**config.mk**
```make
export PLATFORM = sky130hd
export DESIGN_NAME = mem_write_arbiter_flat
export DESIGN_NICKNAME = d
export VERILOG_FILES = /design/src/rtl/mem_write_arbiter_pkg.sv /design/src/rtl/mem_write_arbiter_if.sv /design/src/rtl/mem_write_arbiter_rr_arbiter.sv /design/src/rtl/mem_write_arbiter.sv /design/src/flat_wrapper.sv
export SDC_FILE = /design/constraint.sdc
export NUM_CORES = 1
export LEC_CHECK = 0
export BUFFER_PORTS_ARGS = -buffer_cell sky130_fd_sc_hd__buf_2
export CORE_AREA = 2 2 228 230
export CTS_BUF_LIST = sky130_fd_sc_hd__clkbuf_8
export DETAILED_ROUTE_END_ITERATION = 10
export DIE_AREA = 0 0 230 232
export PLACE_DENSITY_LB_ADDON = 0.12
export SYNTH_ARGS = -nofsm -noshare
export SYNTH_HDL_FRONTEND = slang
export SYNTH_HIERARCHICAL = 1
export SYNTH_SLANG_ARGS = --single-unit
```
**constraint.sdc**
```tcl
create_clock -name clock -period 3.8 [get_ports clock]
set_input_delay 0.38 -clock clock [delete_from_list [all_inputs] [get_ports clock]]
set_output_delay 0.38 -clock clock [all_outputs]
set_load 0.02 [all_outputs]
```
**src/rtl/mem_write_arbiter_pkg.sv**
```systemverilog
// Shared types and the round-robin pick rule for the memory write arbiter.
// Imported by the arbiter top and the rr_arbiter sub-module.
package mem_write_arb_pkg;

    typedef enum logic {
        ST_IDLE,
        ST_WAIT
    } state_t;

    localparam int STAT_CNT_WIDTH = 32;

    // Scans last+1, last+2, ... modulo n; lowest distance from last wins.
    function automatic logic [2:0] rr_next(
        input logic [7:0] req,
        input logic [2:0] last,
        input int         n
    );
        logic [2:0] win;
        int         idx;
        win = last;
        for (int k = 8; k >= 1; k--) begin
            if (k <= n) begin
                idx = (int'(last) + k) % n;
                if (req[idx[2:0]]) win = idx[2:0];
            end
        end
        return win;
    endfunction

endpackage

```
**src/rtl/mem_write_arbiter_if.sv**
```systemverilog
// Requester-side and engine-side bus of the memory write arbiter.
// slave = arbiter view, master = surrounding producers and engine.
interface mem_write_arb_if #(
    parameter int NUM_REQ    = 4,
    parameter int ADDR_WIDTH = 32,
    parameter int LEN_WIDTH  = 16,
    parameter int DATA_WIDTH = 64
);
    localparam int IDX_WIDTH = (NUM_REQ > 1) ? $clog2(NUM_REQ) : 1;

    logic [NUM_REQ-1:0]            req_valid;
    logic [NUM_REQ*ADDR_WIDTH-1:0] req_addr;
    logic [NUM_REQ*LEN_WIDTH-1:0]  req_len;
    logic [NUM_REQ-1:0]            req_ready;
    logic [NUM_REQ-1:0]            req_done;
    logic [NUM_REQ-1:0]            req_error;
    logic [NUM_REQ-1:0]            fifo_rd_en;
    logic [NUM_REQ*DATA_WIDTH-1:0] fifo_rd_data;
    logic                          eng_start;
    logic [ADDR_WIDTH-1:0]         eng_addr;
    logic [LEN_WIDTH-1:0]          eng_len;
    logic                          eng_busy;
    logic                          eng_done;
    logic                          eng_error;
    logic                          eng_rd_en;
    logic [DATA_WIDTH-1:0]         eng_rd_data;
    logic                          grant_active;
    logic [IDX_WIDTH-1:0]          grant_idx;

    modport slave (
        input  req_valid, req_addr, req_len, fifo_rd_data,
        input  eng_busy, eng_done, eng_error, eng_rd_en,
        output req_ready, req_done, req_error, fifo_rd_en,
        output eng_start, eng_addr, eng_len, eng_rd_data,
        output grant_active, grant_idx
    );

    modport master (
        output req_valid, req_addr, req_len, fifo_rd_data,
        output eng_busy, eng_done, eng_error, eng_rd_en,
        input  req_ready, req_done, req_error, fifo_rd_en,
        input  eng_start, eng_addr, eng_len, eng_rd_data,
        input  grant_active, grant_idx
    );

endinterface

```
**src/rtl/mem_write_arbiter_rr_arbiter.sv**
```systemverilog
// Combinational round-robin pick: request vector and last grant in,
// winning index and any-request flag out.
module rr_arbiter
    import mem_write_arb_pkg::*;
#(
    parameter int NUM_REQ   = 4,
    parameter int IDX_WIDTH = 2
) (
    input  logic [NUM_REQ-1:0]   req_i,
    input  logic [IDX_WIDTH-1:0] last_i,
    output logic [IDX_WIDTH-1:0] idx_o,
    output logic                 any_o
);

    logic [7:0] req_ext;
    logic [2:0] last_ext;
    logic [2:0] win;

    assign req_ext  = 8'(req_i);
    assign last_ext = 3'(last_i);
    assign win      = rr_next(req_ext, last_ext, NUM_REQ);
    assign idx_o    = IDX_WIDTH'(win);
    assign any_o    = |req_i;

endmodule

```
**src/rtl/mem_write_arbiter.sv**
```systemverilog
// Round-robin sharing of one FIFO-to-AXI write engine between requesters.
// Define MEM_WRITE_ARB_STATS_EN for per-requester done/error counters.
module mem_write_arbiter
    import mem_write_arb_pkg::*;
#(
    parameter int NUM_REQ    = 4,
    parameter int ADDR_WIDTH = 32,
    parameter int LEN_WIDTH  = 16,
    parameter int DATA_WIDTH = 64,
    localparam int IDX_WIDTH = (NUM_REQ > 1) ? $clog2(NUM_REQ) : 1
) (
    input  logic clock,
    input  logic resetn,
    mem_write_arb_if.slave bus
`ifdef MEM_WRITE_ARB_STATS_EN
    ,
    input  logic [IDX_WIDTH-1:0]      stat_sel,
    input  logic                      stat_clear,
    output logic [STAT_CNT_WIDTH-1:0] stat_done_cnt,
    output logic [STAT_CNT_WIDTH-1:0] stat_err_cnt
`endif
);

    state_t                state_q;
    logic [IDX_WIDTH-1:0]  last_q;
    logic [IDX_WIDTH-1:0]  grant_q;
    logic [ADDR_WIDTH-1:0] addr_q;
    logic [LEN_WIDTH-1:0]  len_q;
    logic [NUM_REQ-1:0]    ready_q;
    logic [NUM_REQ-1:0]    done_q;
    logic [NUM_REQ-1:0]    err_q;
    logic                  start_q;
    logic                  active_q;

    logic [IDX_WIDTH-1:0]  win;
    logic                  any_req;
    logic                  unused_busy;

    // Busy is informational only; completion is taken from eng_done alone.
    assign unused_busy = bus.eng_busy;

    rr_arbiter #(
        .NUM_REQ   (NUM_REQ),
        .IDX_WIDTH (IDX_WIDTH)
    ) u_rr (
        .req_i  (bus.req_valid),
        .last_i (last_q),
        .idx_o  (win),
        .any_o  (any_req)
    );

    always_ff @(posedge clock or negedge resetn) begin
        if (!resetn) begin
            state_q  <= ST_IDLE;
            last_q   <= IDX_WIDTH'(NUM_REQ - 1);
            grant_q  <= '0;
            addr_q   <= '0;
            len_q    <= '0;
            ready_q  <= '0;
            done_q   <= '0;
            err_q    <= '0;
            start_q  <= 1'b0;
            active_q <= 1'b0;
        end else begin
            ready_q <= '0;
            done_q  <= '0;
            err_q   <= '0;
            start_q <= 1'b0;
            unique case (state_q)
                ST_IDLE: begin
                    if (any_req) begin
                        grant_q  <= win;
                        last_q   <= win;
                        addr_q   <= bus.req_addr[int'(win)*ADDR_WIDTH +: ADDR_WIDTH];
                        len_q    <= bus.req_len[int'(win)*LEN_WIDTH +: LEN_WIDTH];
                        ready_q  <= NUM_REQ'(1) << win;
                        start_q  <= 1'b1;
                        active_q <= 1'b1;
                        state_q  <= ST_WAIT;
                    end
                end
                ST_WAIT: begin
                    if (bus.eng_done) begin
                        done_q   <= NUM_REQ'(1) << grant_q;
                        err_q    <= bus.eng_error ? (NUM_REQ'(1) << grant_q) : '0;
                        active_q <= 1'b0;
                        state_q  <= ST_IDLE;
                    end
                end
                default: state_q <= ST_IDLE;
            endcase
        end
    end

    always_comb begin
        bus.fifo_rd_en = '0;
        for (int i = 0; i < NUM_REQ; i++) begin
            bus.fifo_rd_en[i] = bus.eng_rd_en & active_q & (grant_q == IDX_WIDTH'(i));
        end
    end

    assign bus.eng_rd_data  = bus.fifo_rd_data[int'(grant_q)*DATA_WIDTH +: DATA_WIDTH];
    assign bus.req_ready    = ready_q;
    assign bus.req_done     = done_q;
    assign bus.req_error    = err_q;
    assign bus.eng_start    = start_q;
    assign bus.eng_addr     = addr_q;
    assign bus.eng_len      = len_q;
    assign bus.grant_active = active_q;
    assign bus.grant_idx    = grant_q;

`ifdef MEM_WRITE_ARB_STATS_EN
    logic [STAT_CNT_WIDTH-1:0] done_cnt_q [NUM_REQ];
    logic [STAT_CNT_WIDTH-1:0] err_cnt_q  [NUM_REQ];

    always_ff @(posedge clock or negedge resetn) begin
        if (!resetn) begin
            for (int i = 0; i < NUM_REQ; i++) begin
                done_cnt_q[i] <= '0;
                err_cnt_q[i]  <= '0;
            end
        end else if (stat_clear) begin
            for (int i = 0; i < NUM_REQ; i++) begin
                done_cnt_q[i] <= '0;
                err_cnt_q[i]  <= '0;
            end
        end else begin
            for (int i = 0; i < NUM_REQ; i++) begin
                if (done_q[i] && done_cnt_q[i] != '1)
                    done_cnt_q[i] <= done_cnt_q[i] + 1'b1;
                if (done_q[i] && err_q[i] && err_cnt_q[i] != '1)
                    err_cnt_q[i] <= err_cnt_q[i] + 1'b1;
            end
        end
    end

    always_comb begin
        stat_done_cnt = '0;
        stat_err_cnt  = '0;
        for (int i = 0; i < NUM_REQ; i++) begin
            if (stat_sel == IDX_WIDTH'(i)) begin
                stat_done_cnt = done_cnt_q[i];
                stat_err_cnt  = err_cnt_q[i];
            end
        end
    end
`endif

endmodule

```
**src/flat_wrapper.sv**
```systemverilog
// flat-port wrapper written by rule: the top's interface ports become plain ports
module mem_write_arbiter_flat import mem_write_arb_pkg::*;
#(
    parameter int NUM_REQ    = 4,
    parameter int ADDR_WIDTH = 32,
    parameter int LEN_WIDTH  = 16,
    parameter int DATA_WIDTH = 64,
    localparam int IDX_WIDTH = (NUM_REQ > 1) ? $clog2(NUM_REQ) : 1
)
  (clock, resetn, bus_req_valid, bus_req_addr, bus_req_len, bus_fifo_rd_data, bus_eng_busy, bus_eng_done, bus_eng_error, bus_eng_rd_en, bus_req_ready, bus_req_done, bus_req_error, bus_fifo_rd_en, bus_eng_start, bus_eng_addr, bus_eng_len, bus_eng_rd_data, bus_grant_active, bus_grant_idx);
  mem_write_arb_if #(.NUM_REQ(NUM_REQ), .ADDR_WIDTH(ADDR_WIDTH), .LEN_WIDTH(LEN_WIDTH), .DATA_WIDTH(DATA_WIDTH)) bus_i ();
  input  logic clock;
  input  logic resetn;
  input wire logic [$bits(bus_i.req_valid)-1:0] bus_req_valid;
  input wire logic [$bits(bus_i.req_addr)-1:0] bus_req_addr;
  input wire logic [$bits(bus_i.req_len)-1:0] bus_req_len;
  input wire logic [$bits(bus_i.fifo_rd_data)-1:0] bus_fifo_rd_data;
  input wire logic [$bits(bus_i.eng_busy)-1:0] bus_eng_busy;
  input wire logic [$bits(bus_i.eng_done)-1:0] bus_eng_done;
  input wire logic [$bits(bus_i.eng_error)-1:0] bus_eng_error;
  input wire logic [$bits(bus_i.eng_rd_en)-1:0] bus_eng_rd_en;
  output wire logic [$bits(bus_i.req_ready)-1:0] bus_req_ready;
  output wire logic [$bits(bus_i.req_done)-1:0] bus_req_done;
  output wire logic [$bits(bus_i.req_error)-1:0] bus_req_error;
  output wire logic [$bits(bus_i.fifo_rd_en)-1:0] bus_fifo_rd_en;
  output wire logic [$bits(bus_i.eng_start)-1:0] bus_eng_start;
  output wire logic [$bits(bus_i.eng_addr)-1:0] bus_eng_addr;
  output wire logic [$bits(bus_i.eng_len)-1:0] bus_eng_len;
  output wire logic [$bits(bus_i.eng_rd_data)-1:0] bus_eng_rd_data;
  output wire logic [$bits(bus_i.grant_active)-1:0] bus_grant_active;
  output wire logic [$bits(bus_i.grant_idx)-1:0] bus_grant_idx;
  assign bus_i.req_valid = bus_req_valid;
  assign bus_i.req_addr = bus_req_addr;
  assign bus_i.req_len = bus_req_len;
  assign bus_i.fifo_rd_data = bus_fifo_rd_data;
  assign bus_i.eng_busy = bus_eng_busy;
  assign bus_i.eng_done = bus_eng_done;
  assign bus_i.eng_error = bus_eng_error;
  assign bus_i.eng_rd_en = bus_eng_rd_en;
  assign bus_req_ready = bus_i.req_ready;
  assign bus_req_done = bus_i.req_done;
  assign bus_req_error = bus_i.req_error;
  assign bus_fifo_rd_en = bus_i.fifo_rd_en;
  assign bus_eng_start = bus_i.eng_start;
  assign bus_eng_addr = bus_i.eng_addr;
  assign bus_eng_len = bus_i.eng_len;
  assign bus_eng_rd_data = bus_i.eng_rd_data;
  assign bus_grant_active = bus_i.grant_active;
  assign bus_grant_idx = bus_i.grant_idx;
  mem_write_arbiter #(.NUM_REQ(NUM_REQ), .ADDR_WIDTH(ADDR_WIDTH), .LEN_WIDTH(LEN_WIDTH), .DATA_WIDTH(DATA_WIDTH)) u_core (.clock(clock), .resetn(resetn), .bus(bus_i));
endmodule
```
==> results of run 1 <==
[cells by family after synthesis]
logic type	count (synthesis)
flip-flops	67
AO/OA/AOI/OAI	6
multiplexers	165
buffers and inverters	36
AND/OR/NAND/NOR	32
[metal layers]
| layer | track usage | vias up |
|---|---|---|
| li1 | - | 2497 |
| met1 | 0.110 | 2732 |
| met2 | 0.257 | 390 |
| met3 | 0.0360 | 71 |
| met4 | 0.0490 | 4 |
| met5 | 0 | - |
[Yosys cell counts (all sizes together)]
| library cell | count | share of area |
|---|---|---|
| a21oi | 2 | 0.0019 |
| a31oi | 1 | 0.0012 |
| a32oi | 1 | 0.0017 |
| and3 | 1 | 0.0012 |
| buf | 23 | 0.029 |
| clkbuf | 10 | 0.0072 |
| clkinv | 1 | 0.00072 |
| dfrtp | 65 | 0.31 |
| dfstp | 2 | 0.010 |
| inv | 2 | 0.0014 |
| mux2 | 52 | 0.11 |
| mux2i | 1 | 0.0019 |
| mux4 | 112 | 0.49 |
| nand2 | 7 | 0.0051 |
| nand2b | 4 | 0.0053 |
| nand3 | 1 | 0.00096 |
| nor2 | 12 | 0.0087 |
| nor3 | 5 | 0.0048 |
| nor3b | 2 | 0.0029 |
| o21a | 1 | 0.0014 |
| o22ai | 1 | 0.0012 |
[worst paths after layout]
path	end	slack, ps	cells after the start	from
max	u_core/bus.eng_addr[31]$_DFFE_PN0P_	1030	6	u_core/last_q[1]$_DFFE_PN1P_
min	u_core/bus.grant_active$_DFFE_PN0P_	220	2	bus_eng_done
max reg2reg	u_core/bus.eng_addr[31]$_DFFE_PN0P_	1030	6	u_core/last_q[1]$_DFFE_PN1P_
min reg2reg	u_core/bus.eng_addr[31]$_DFFE_PN0P_	500	1	u_core/bus.eng_addr[31]$_DFFE_PN0P_
max in group asynchronous	u_core/bus.eng_addr[26]$_DFFE_PN0P_	2380	3	resetn
min in group asynchronous	u_core/bus.eng_len[6]$_DFFE_PN0P_	480	2	resetn
[power breakdown]
group          switching [mW]  total, mW  internal (mW)  leakage [nW]
Combinational            2.21       4.28           2.07          3.44
Sequential              0.321       1.35           1.03         0.801
Clock                   0.366      0.614          0.248        0.0885
Total                    2.90       6.25           3.35          4.33
[metrics by stage]
stage | std cells | instance area, sq um | utilization | worst slack [ps] | hold slack [ps]
finish | 1591 | 9220 | 0.181 | 1030 | 218
global placement | 1554 | 8970 | 0.176 | 979 | 392
global route | 1575 | 9180 | 0.180 | 852 | 198
floorplan | 306 | 5200 | - | 1740 | 84.4
CTS | 1571 | 9170 | 0.180 | 958 | 164
detailed placement | 1554 | 8970 | 0.176 | 1020 | 393
[state kept, by name (all words and copies together), names as in the netlist]
name and count:
u_core/bus.eng_addr 32, u_core/state_q 1, u_core/bus.req_done 4, u_core/bus.grant_idx 2
u_core/bus.req_error 4, u_core/bus.req_ready 4, u_core/bus.grant_active 1, u_core/bus.eng_start 1
u_core/last_q 2, u_core/bus.eng_len 16
[cell type report]
class                      instances  area (sq um)  share of cell area
clock buffer                       9           124              0.0134
multi-input combinational        203          3340               0.363
sequential                        67          1690               0.183
timing repair buffer             602          3090               0.335
clock inverter                     7          61.3             0.00665
tap                              680           851              0.0923
inverter                           3          11.3             0.00122
antenna                           20          50.0             0.00543
[layout by cell type (no fill, tap or decap), types with 2 or more instances in the layout]
master / count
inv_1: 2
buf_4: 11
nand2_1: 6
buf_2: 587
nand2b_1: 3
nor3b_1: 2
dfrtp_1: 63
mux4_2: 109
buf_12: 3
clkinvlp_4: 2
dfrtp_4: 2
mux2_2: 51
clkinv_4: 2
diode_2: 20
nor2_1: 12
clkbuf_8: 9
nor3_1: 5
dfstp_2: 2
inv_6: 2
mux4_1: 3
[worst max-delay path, delay by kind of cell (launching register included)]
family                 cells  cell delay (ps)
AO/OA/AOI/OAI              1              160
buffers and inverters      1              320
flip-flops                 1              600
multiplexers               2              800
AND/OR/NAND/NOR            2              690
==> metrics.txt, run 1 <==
die height 232 um; Clock Tree Root clkbuf_8; max layer used met5; Final Power 6.25 mW; Final nets 1,344; CORE AREA 0.0509 sq mm; WL met2 19,400 um; RSZ-0062 raised after global routing false; clk_lat worst skew 390 ps; setup bufs post-CTS 0; clk slew on worst S/H paths 90 ps; Relative slew margins 0.532; I/O Buffers 588; Critical Path Fanout Max 34; Final Max Tran Viols 0; share of post-route cells with drive strength above 1 0.882; crit path kind reg -> reg; Total GRT Usage 0.124; adder-cell share of the synthesized area 0; fmax 361 MHz; sequential share of the synthesized area 0.323; total CTS buffers 9; leakage power 4.33 nW; CTS tree yes; sum of negative setup slack 0 ps; Routed WL per cell 21.5 um; Ports 590; Synth Area in Simple Gates 0.0289; hold buffers post-CTS 1; M1 wire length 10,200 um; Final Setup Violations 0; xor and xnor area share after synthesis 0; MaxCap Viol Count 0; largest family of logic cells by synthesized area multiplexers; mux cell area share after synthesis 0.602; post-CTS sizing 0; minimum clock period 2770 ps; first-pass GRT wire length 46,100 um; Initial DRC Count 180; status finished clean; worst-margin pin slew 702 ps; syn_area_per_cell 17.0 sq um; worst path cell trace nand2b_1, a32oi_1, nand2_4, buf_4, mux4_2, mux2_2; Crit. End Element flop; Startpoint Class flop; Critical Path RT 4070 ps; CP Data Arrival Time 3040 ps; Die Wd 230 um; Worst path slowest cell dfstp_2; Mapped Area 0.00520 sq mm; Initial DRT Pass Iterations 4; number of placement rows 83; via density per instance 3.58; Crit path largest cell delay 600 ps; Synth Register Bits 67; starting density of the core 0.102; initial antenna violation count 39; routed wire length 34,300 um; Power Density 678 mW/mm^2; largest net degree at the start of global routing 44; final hold violation count 0; HPWL after DPL 30,000 um; Vias 5,694; fillers 5,760; Hold Crit Class in -> reg; syn nets 764; # DRC 0; period utilisation layout 0.728; grt ovf 0; synth unique cells 26; met3 WL 2770 um; vias in the first global route 6,130; Clock Skew 10.9 ps; Area growth, synth to finish 77.2%; Total Die Area 0.0534 sq mm; H-Tree Depth 3; GPL Wtd Cong 0.849; compound-gate portion of the synthesized area 0.00746; antenna viol nets, final 0; worst vdd ir 0.222 mV; cells after synthesis 306; # clock sinks 67; Max clock buf depth 2; YS warnings 6
Power figures use the tool's default switching activity.
==> run 2, diff against run 1 <==
Settings changed: ABC_AREA set to 1, CORE_AREA 2 2 228 230 to 2 2 229 231, DIE_AREA 0 0 230 232 to 0 0 231 233.
Clock period 3.8 ns to 2.55 ns, I/O delays scaled along.
==> run 2 against run 1 <==
  * Area after synthesis increased by 24%
  * Die area increased by 0.87%
  * Sequential cell count unchanged
  * Routed wire length increased by 12%
  * Worst setup slack got worse by 750 ps
  * First-iteration DRC count increased by 140%
  * Total power increased by 130%
  * Clock skew decreased by 0.60 ps
  * Hold slack got worse by 140 ps
  * Global-route usage increased by 1.2 points
  * Sequential share of layout area decreased by 2.2 points
  * Largest cell class unchanged
==> metrics.txt, run 2 <==
r2r startpoint u_core/last_q[0]$_DFFE_PN1P_; GPL Wtd Cong 0.820 (-3.4%); RR Endpoint u_core/bus.eng_addr[15]$_DFFE_PN0P_; Relative slew margins 0.274 (-0.258); first-pass GRT wire length 55,500 um (+20%); number of placement rows 83 (unchanged); Crit path max-delay family buffers and inverters; reg2reg path depth 14 (+8); CTS tree yes; ys flop type dfrtp_1; R2R Setup Slk 320 ps (-710 ps); CP most frequent cell nand2_1; Die Wd 231 um (+0.43%); leakage power 6.52 nW (+50%); # DRC 0 (unchanged); Stages on worst setup path 6 (unchanged); Crit path largest cell delay 530 ps (-70 ps); met1 Use GR 0.178 (+0.0684); Clock Tree Root clkbuf_8; sequential share of the synthesized area 0.261 (-0.0622); number of synthesized flops with an enable pin 0 (unchanged); Hold Crit Class in -> reg; Power Density 1360 mW/mm^2 (+100%); Max clock buf depth 2 (unchanged); final hold violation count 0 (unchanged); H-Tree Depth 3 (unchanged); top post-synthesis cells by count nand2_1, inv_1, nand3_1, dfrtp_1, nand4_1; RSZ-0062 raised after global routing false; worst vdd ir 0.914 mV (+310%); synth top area cells nand2_1, dfrtp_1, inv_1; Final Setup Violations 0 (unchanged); routed wire length 38,500 um (+12%); HPWL after DPL 31,000 um (+3.4%); Synth Register Bits 67 (unchanged); Final nets 2,225 (+66%); initial antenna violation count 8 (-79%); clk slew on worst S/H paths 80 ps (about the same); cell with the most instances after synthesis nand2_1; most common cell after layout, fill and taps aside nand2_1; met3 usage 0.0333 (-0.00264); met2 Resource Use GR 0.224 (-0.0331); I/O Buffers 588 (unchanged); # clock sinks 67 (unchanged); Total GRT Usage 0.136 (+0.0122); syn_area_per_cell 5.30 sq um (-69%); Synth area leader nand2_1; Mapped Area 0.00644 sq mm (+24%); status finished clean; Startpoint Class flop; fmax 441 MHz; share of the synthesized area in the top cell type 0.390 (-0.0822); minimum clock period 2270 ps; cells after synthesis 1,215 (+300%); syn nets 1,673 (+120%); Worst path slowest cell dfrtp_1; vias in the first global route 8,999 (+47%); YS warnings 6 (unchanged); period utilisation layout 0.890; Routed WL per cell 15.7 um (-27%); clk_lat worst skew 390 ps (about the same); Clock Skew 10.3 ps (-0.604 ps); Crit. End Element output port; grt ovf 0 (unchanged); MaxCap Viol Count 0 (unchanged); Hold WS 82.2 ps (-136 ps); ys async rst share 1.00 (unchanged); share of post-route cells with drive strength above 1 0.365 (-0.517); Cells on Worst Hold Path 2 (unchanged); crit path buf inv count 3 (+2); die height 233 um (+0.43%); Critical Path RT 2300 ps (-1770 ps); Final Power 14.2 mW (+130%); most frequent cells in the layout nand2_1, buf_2, inv_1, nand3_1; Total Die Area 0.0538 sq mm (+0.87%); max FFs per register 32 (unchanged); Initial DRT Pass Iterations 5 (+1); Top Usage Layer GRT met2; dpl ws 278 ps (-742 ps); Area growth, synth to finish 61.8%; Final Max Tran Viols 0 (unchanged); sum of negative setup slack 0 ps (unchanged); Vias 9,216 (+62%); antenna viol nets, final 0 (unchanged); synth unique cells 20 (-23%); largest net degree at the start of global routing 77 (+75%); Setup WS post-layout 280 ps (-752 ps); CP Data Arrival Time 2010 ps (-1030 ps); crit path kind reg -> out; Ports 590 (unchanged); starting density of the core 0.126 (+0.0239); worst path cell trace nand2_1, inv_2, buf_12, nand2_1, nand4_1, buf_2; via density per instance 3.76 (+4.9%); Initial DRC Count 425 (+140%); Critical Path Fanout Max 64 (+88%); hold endpoint u_core/state_q$_DFF_PN0_; post-CTS sizing 0 (unchanged); total CTS buffers 9 (unchanged); worst-margin pin slew 1090 ps (+387 ps); CORE AREA 0.0511 sq mm (+0.41%); Hold Path Origin bus_eng_done
[run 2: logic make-up after synthesis]
family	synth area share
compound gates	0.00544
buf+inv	0.184
simple gates	0.550
flops	0.261
[run 2: power breakdown]
group / leakage, nW / switching [mW] / internal [mW]
clock: 0.0984 / 0.495 / 0.466
sequential: 0.835 / 0.285 / 1.57
combinational: 5.58 / 7.68 / 3.71
[run 2: worst max path at each step]
stage,start,to,slack [ps]
after global routing,u_core/bus.grant_idx[1]$_DFFE_PN0P_,bus_eng_rd_data[49],60
final,u_core/bus.grant_idx[0]$_DFFE_PN0P_,bus_eng_rd_data[18],280
after detailed placement,u_core/last_q[0]$_DFFE_PN1P_,u_core/bus.eng_addr[15]$_DFFE_PN0P_,280
after CTS,u_core/bus.grant_idx[1]$_DFFE_PN0P_,bus_eng_rd_data[18],50
after floorplan,u_core/last_q[0]$_DFFE_PN1P_,u_core/bus.eng_addr[0]$_DFFE_PN0P_,630
after global placement,u_core/last_q[0]$_DFFE_PN1P_,u_core/bus.eng_addr[15]$_DFFE_PN0P_,290
[run 2: area by class of cell]
type	instances	area, sq um
sequential	67	1680
clock inverter	7	82.6
antenna	2	5.00
timing repair buffer	611	3270
multi-input combinational	867	3610
clock buffer	9	124
tap	680	851
fill	6153	40700
inverter	211	800
[run 2: per-layer routing]
layer / share of wire / wire length, um
met1: 0.43 / 16600
met5: 0.0017 / 65
met4: 0.013 / 507
met3: 0.068 / 2610
met2: 0.49 / 18700
[run 2: what timing repair did]
item | 4_1_cts | 5_1_grt
endpoints found under the setup margin | 0 | 1
hold buffers | 1 | 0
hold endpoints to repair | 41 | 0
setup buffers | 0 | 2
[run 2: metrics by stage]
step / std cells / cell area [sq um] / util
floorplan: 1215 / 6440 / -
global placement: 2433 / 10200 / 0.199
detailed placement: 2433 / 10200 / 0.199
CTS: 2450 / 10400 / 0.203
global route: 2453 / 10400 / 0.204
finish: 2454 / 10400 / 0.204
[run 2: worst reg2reg max path, stage by stage, from the launching register on]
cell     delay (ps)
dfstp_2         680
inv_6            70
nand2_2          60
nand2_2          50
nand2_1          90
nand2_1          70
inv_2            60
nand3_1         110
nand2_4         130
buf_12          260
nand2_1         190
nand3_1         130
nand2_1          70
nand2_1          60
nand2_1          70
==> run 3, diff against run 2 <==
Clock period 2.55 ns to 2.1 ns, I/O delays scaled along.
==> run 3 against run 2 <==
  * First-iteration DRC count increased by 42%
  * Count of clock-buffer cells in the layout unchanged
  * Via count increased by 4.5%
  * Utilization is 2.5 points higher
  * Die area unchanged
  * Cell area grew 12%
  * Clock power grew 22%
  * Clock skew shrank 1.1 ps
==> metrics.txt, run 3 (synthesis results as in run 2) <==
first-pass GRT wire length 57,600 um (+3.9%); status finished clean; HPWL after DPL 31,900 um (+2.9%); FF+latch area 0.00168 sq mm (about the same); Area growth, synth to finish 81.3%; Reg power frac 0.103 (-0.028); MaxCap Viol Count 0 (unchanged); worst-margin pin slew 637 ps (-451 ps); Crit. End Element output port; Max clock buf depth 2 (unchanged); Total GRT Usage 0.143 (+0.00709); r2r startpoint u_core/last_q[0]$_DFFE_PN1P_; Relative slew margins 0.575 (+0.301); Hold Crit Class in -> reg; clock share of power 0.054 (-0.014); initial antenna violation count 11 (+3); number of placement rows 83 (unchanged); H-Tree Depth 3 (unchanged); crit path buf inv count 5 (+2); leakage power 7.03 nW (+7.9%); most frequent cells in the layout nand2_1, buf_2, inv_1, nand3_1, nand4_1; crit path kind reg -> out; internal power 9.99 mW (+74%); Hold WS 142 ps (+59.6 ps); vias in the first global route 9,224 (+2.5%); Startpoint Class flop; total CTS buffers 9 (unchanged); Sw Pwr 11.6 mW (+37%); clk slew on worst S/H paths 90 ps (about the same); die height 233 um (unchanged); Power Density 1850 mW/mm^2 (+36%); Total Die Area 0.0538 sq mm (unchanged); Die Wd 231 um (unchanged); GPL Wtd Cong 0.811 (-1.1%); I/O Buffers 588 (unchanged); combinational power share 0.843 (+0.041); largest net degree at the start of global routing 53 (-31%); routed wire length 41,700 um (+8.4%); Multi-input gate area 0.00379 sq mm (+4.8%); clk_lat worst skew 390 ps (about the same); hold endpoint u_core/bus.req_error[2]$_DFF_PN0_; Ports 590 (unchanged); max FFs per register 32 (unchanged); CORE AREA 0.0511 sq mm (unchanged); Clock Tree Root clkbuf_8; Critical Path RT 1890 ps (-410 ps); Critical Path Fanout Max 11 (-83%); CP Data Arrival Time 1890 ps (-120 ps); worst path cell trace buf_6, nor2_4, buf_12, buf_12, buf_12, nand2_2, nand4_1, buf_6; share of post-route cells with drive strength above 1 0.407 (+0.0423); minimum clock period 2100 ps; Initial DRC Count 604 (+42%); Final Setup Violations 0 (unchanged); grt ovf 0 (unchanged); reg2reg path depth 16 (+2); Switching Share 0.538 (-0.0572); Crit path max-delay family buffers and inverters; most common cell after layout, fill and taps aside nand2_1; # clock sinks 67 (unchanged); Crit path largest cell delay 410 ps (-120 ps); Final nets 2,267 (+1.9%); antenna viol nets, final 0 (unchanged); RR Endpoint u_core/bus.eng_addr[31]$_DFFE_PN0P_; Clock Skew 9.22 ps (-1.09 ps); R2R Setup Slk 10 ps (-310 ps); RSZ-0062 raised after global routing true; Final Max Tran Viols 0 (unchanged); Cells on Worst Hold Path 3 (+1); Vias 9,628 (+4.5%); Hold Path Origin bus_eng_error; Worst path slowest cell dfrtp_1; sum of negative setup slack 0 ps (unchanged); fmax 477 MHz; fillers 6,092 (-0.99%); # DRC 0 (unchanged); CP most frequent cell buf_12; worst vdd ir 0.707 mV (-23%); period utilisation layout 0.998; via density per instance 3.85 (+2.6%); Initial DRT Pass Iterations 5 (unchanged); Routed WL per cell 16.7 um (+6.5%); starting density of the core 0.126 (unchanged); final hold violation count 0 (unchanged); CTS tree yes
run 3: what timing repair did:
item | CTS | global route
hold buffers | 2 | 0
pin swaps | 6 | 78
endpoints found under the setup margin | 108 | 110
resized for setup | 49 | 111
cloned | 7 | 8
hold endpoints to repair | 22 | 0
buffers inserted | 9 | 1
run 3: power groups by stage:
stage          Sequential [mW]  Combinational (mW)  Clock (mW)
3_5_place_dp              2.27                15.1           0
6_report                  2.22                18.2        1.17
5_1_grt                   2.29                20.0        1.31
2_1_floorplan             2.90                8.61           0
3_3_place_gp              2.28                15.2           0
4_1_cts                   2.23                16.6        1.28
run 3: final cells by class:
type | instances | share of cell area
repair buffers | 653 | 0.372
clock buffers | 9 | 0.0106
multi-input cells | 867 | 0.324
clock inverters | 7 | 0.00653
inverters | 211 | 0.0695
well taps | 680 | 0.0728
diodes | 4 | 0.000857
flip-flops and latches | 67 | 0.144
run 3: how the worst max path moves through the flow:
stage                                          end  slack (ps)  depth (start not counted)                                 from
6_report                       bus_eng_rd_data[18]           3                          8  u_core/bus.grant_idx[1]$_DFFE_PN0P_
5_1_grt        u_core/bus.eng_addr[15]$_DFFE_PN0P_        -150                         17         u_core/last_q[0]$_DFFE_PN1P_
4_1_cts                        bus_eng_rd_data[18]         -50                          8  u_core/bus.grant_idx[1]$_DFFE_PN0P_
3_5_place_dp   u_core/bus.eng_addr[15]$_DFFE_PN0P_         -60                         16         u_core/last_q[0]$_DFFE_PN1P_
3_3_place_gp   u_core/bus.eng_addr[15]$_DFFE_PN0P_         -70                         16         u_core/last_q[0]$_DFFE_PN1P_
2_1_floorplan   u_core/bus.eng_addr[0]$_DFFE_PN0P_         180                         19         u_core/last_q[0]$_DFFE_PN1P_
run 3: worst register-to-register path: cells and delay by family, from the launching register on:
family | cells | cell delay, ps
AND/OR/NAND/NOR | 11 | 820
flip-flops | 1 | 570
buffers and inverters | 5 | 600
run 3: stage by stage:
step           total power, mW  area (sq um)  setup WS [ps]   util  std cells
2_1_floorplan             11.5          6440            178      -       1215
3_3_place_gp              17.4         10400          -69.6  0.204       2451
3_5_place_dp              17.4         10400          -63.7  0.204       2451
4_1_cts                   20.1         11100          -53.8  0.218       2485
5_1_grt                   23.6         11700           -151  0.229       2497
6_report                  21.6         11700           3.49  0.229       2498
run 3: metal layers:
metal	track usage	wire, um	vias to the layer above
li1	-	-	4831
met1	0.200	19000	4449
met2	0.229	19900	316
met3	0.0252	2310	28
met4	0.0333	414	4
met5	0	21	-
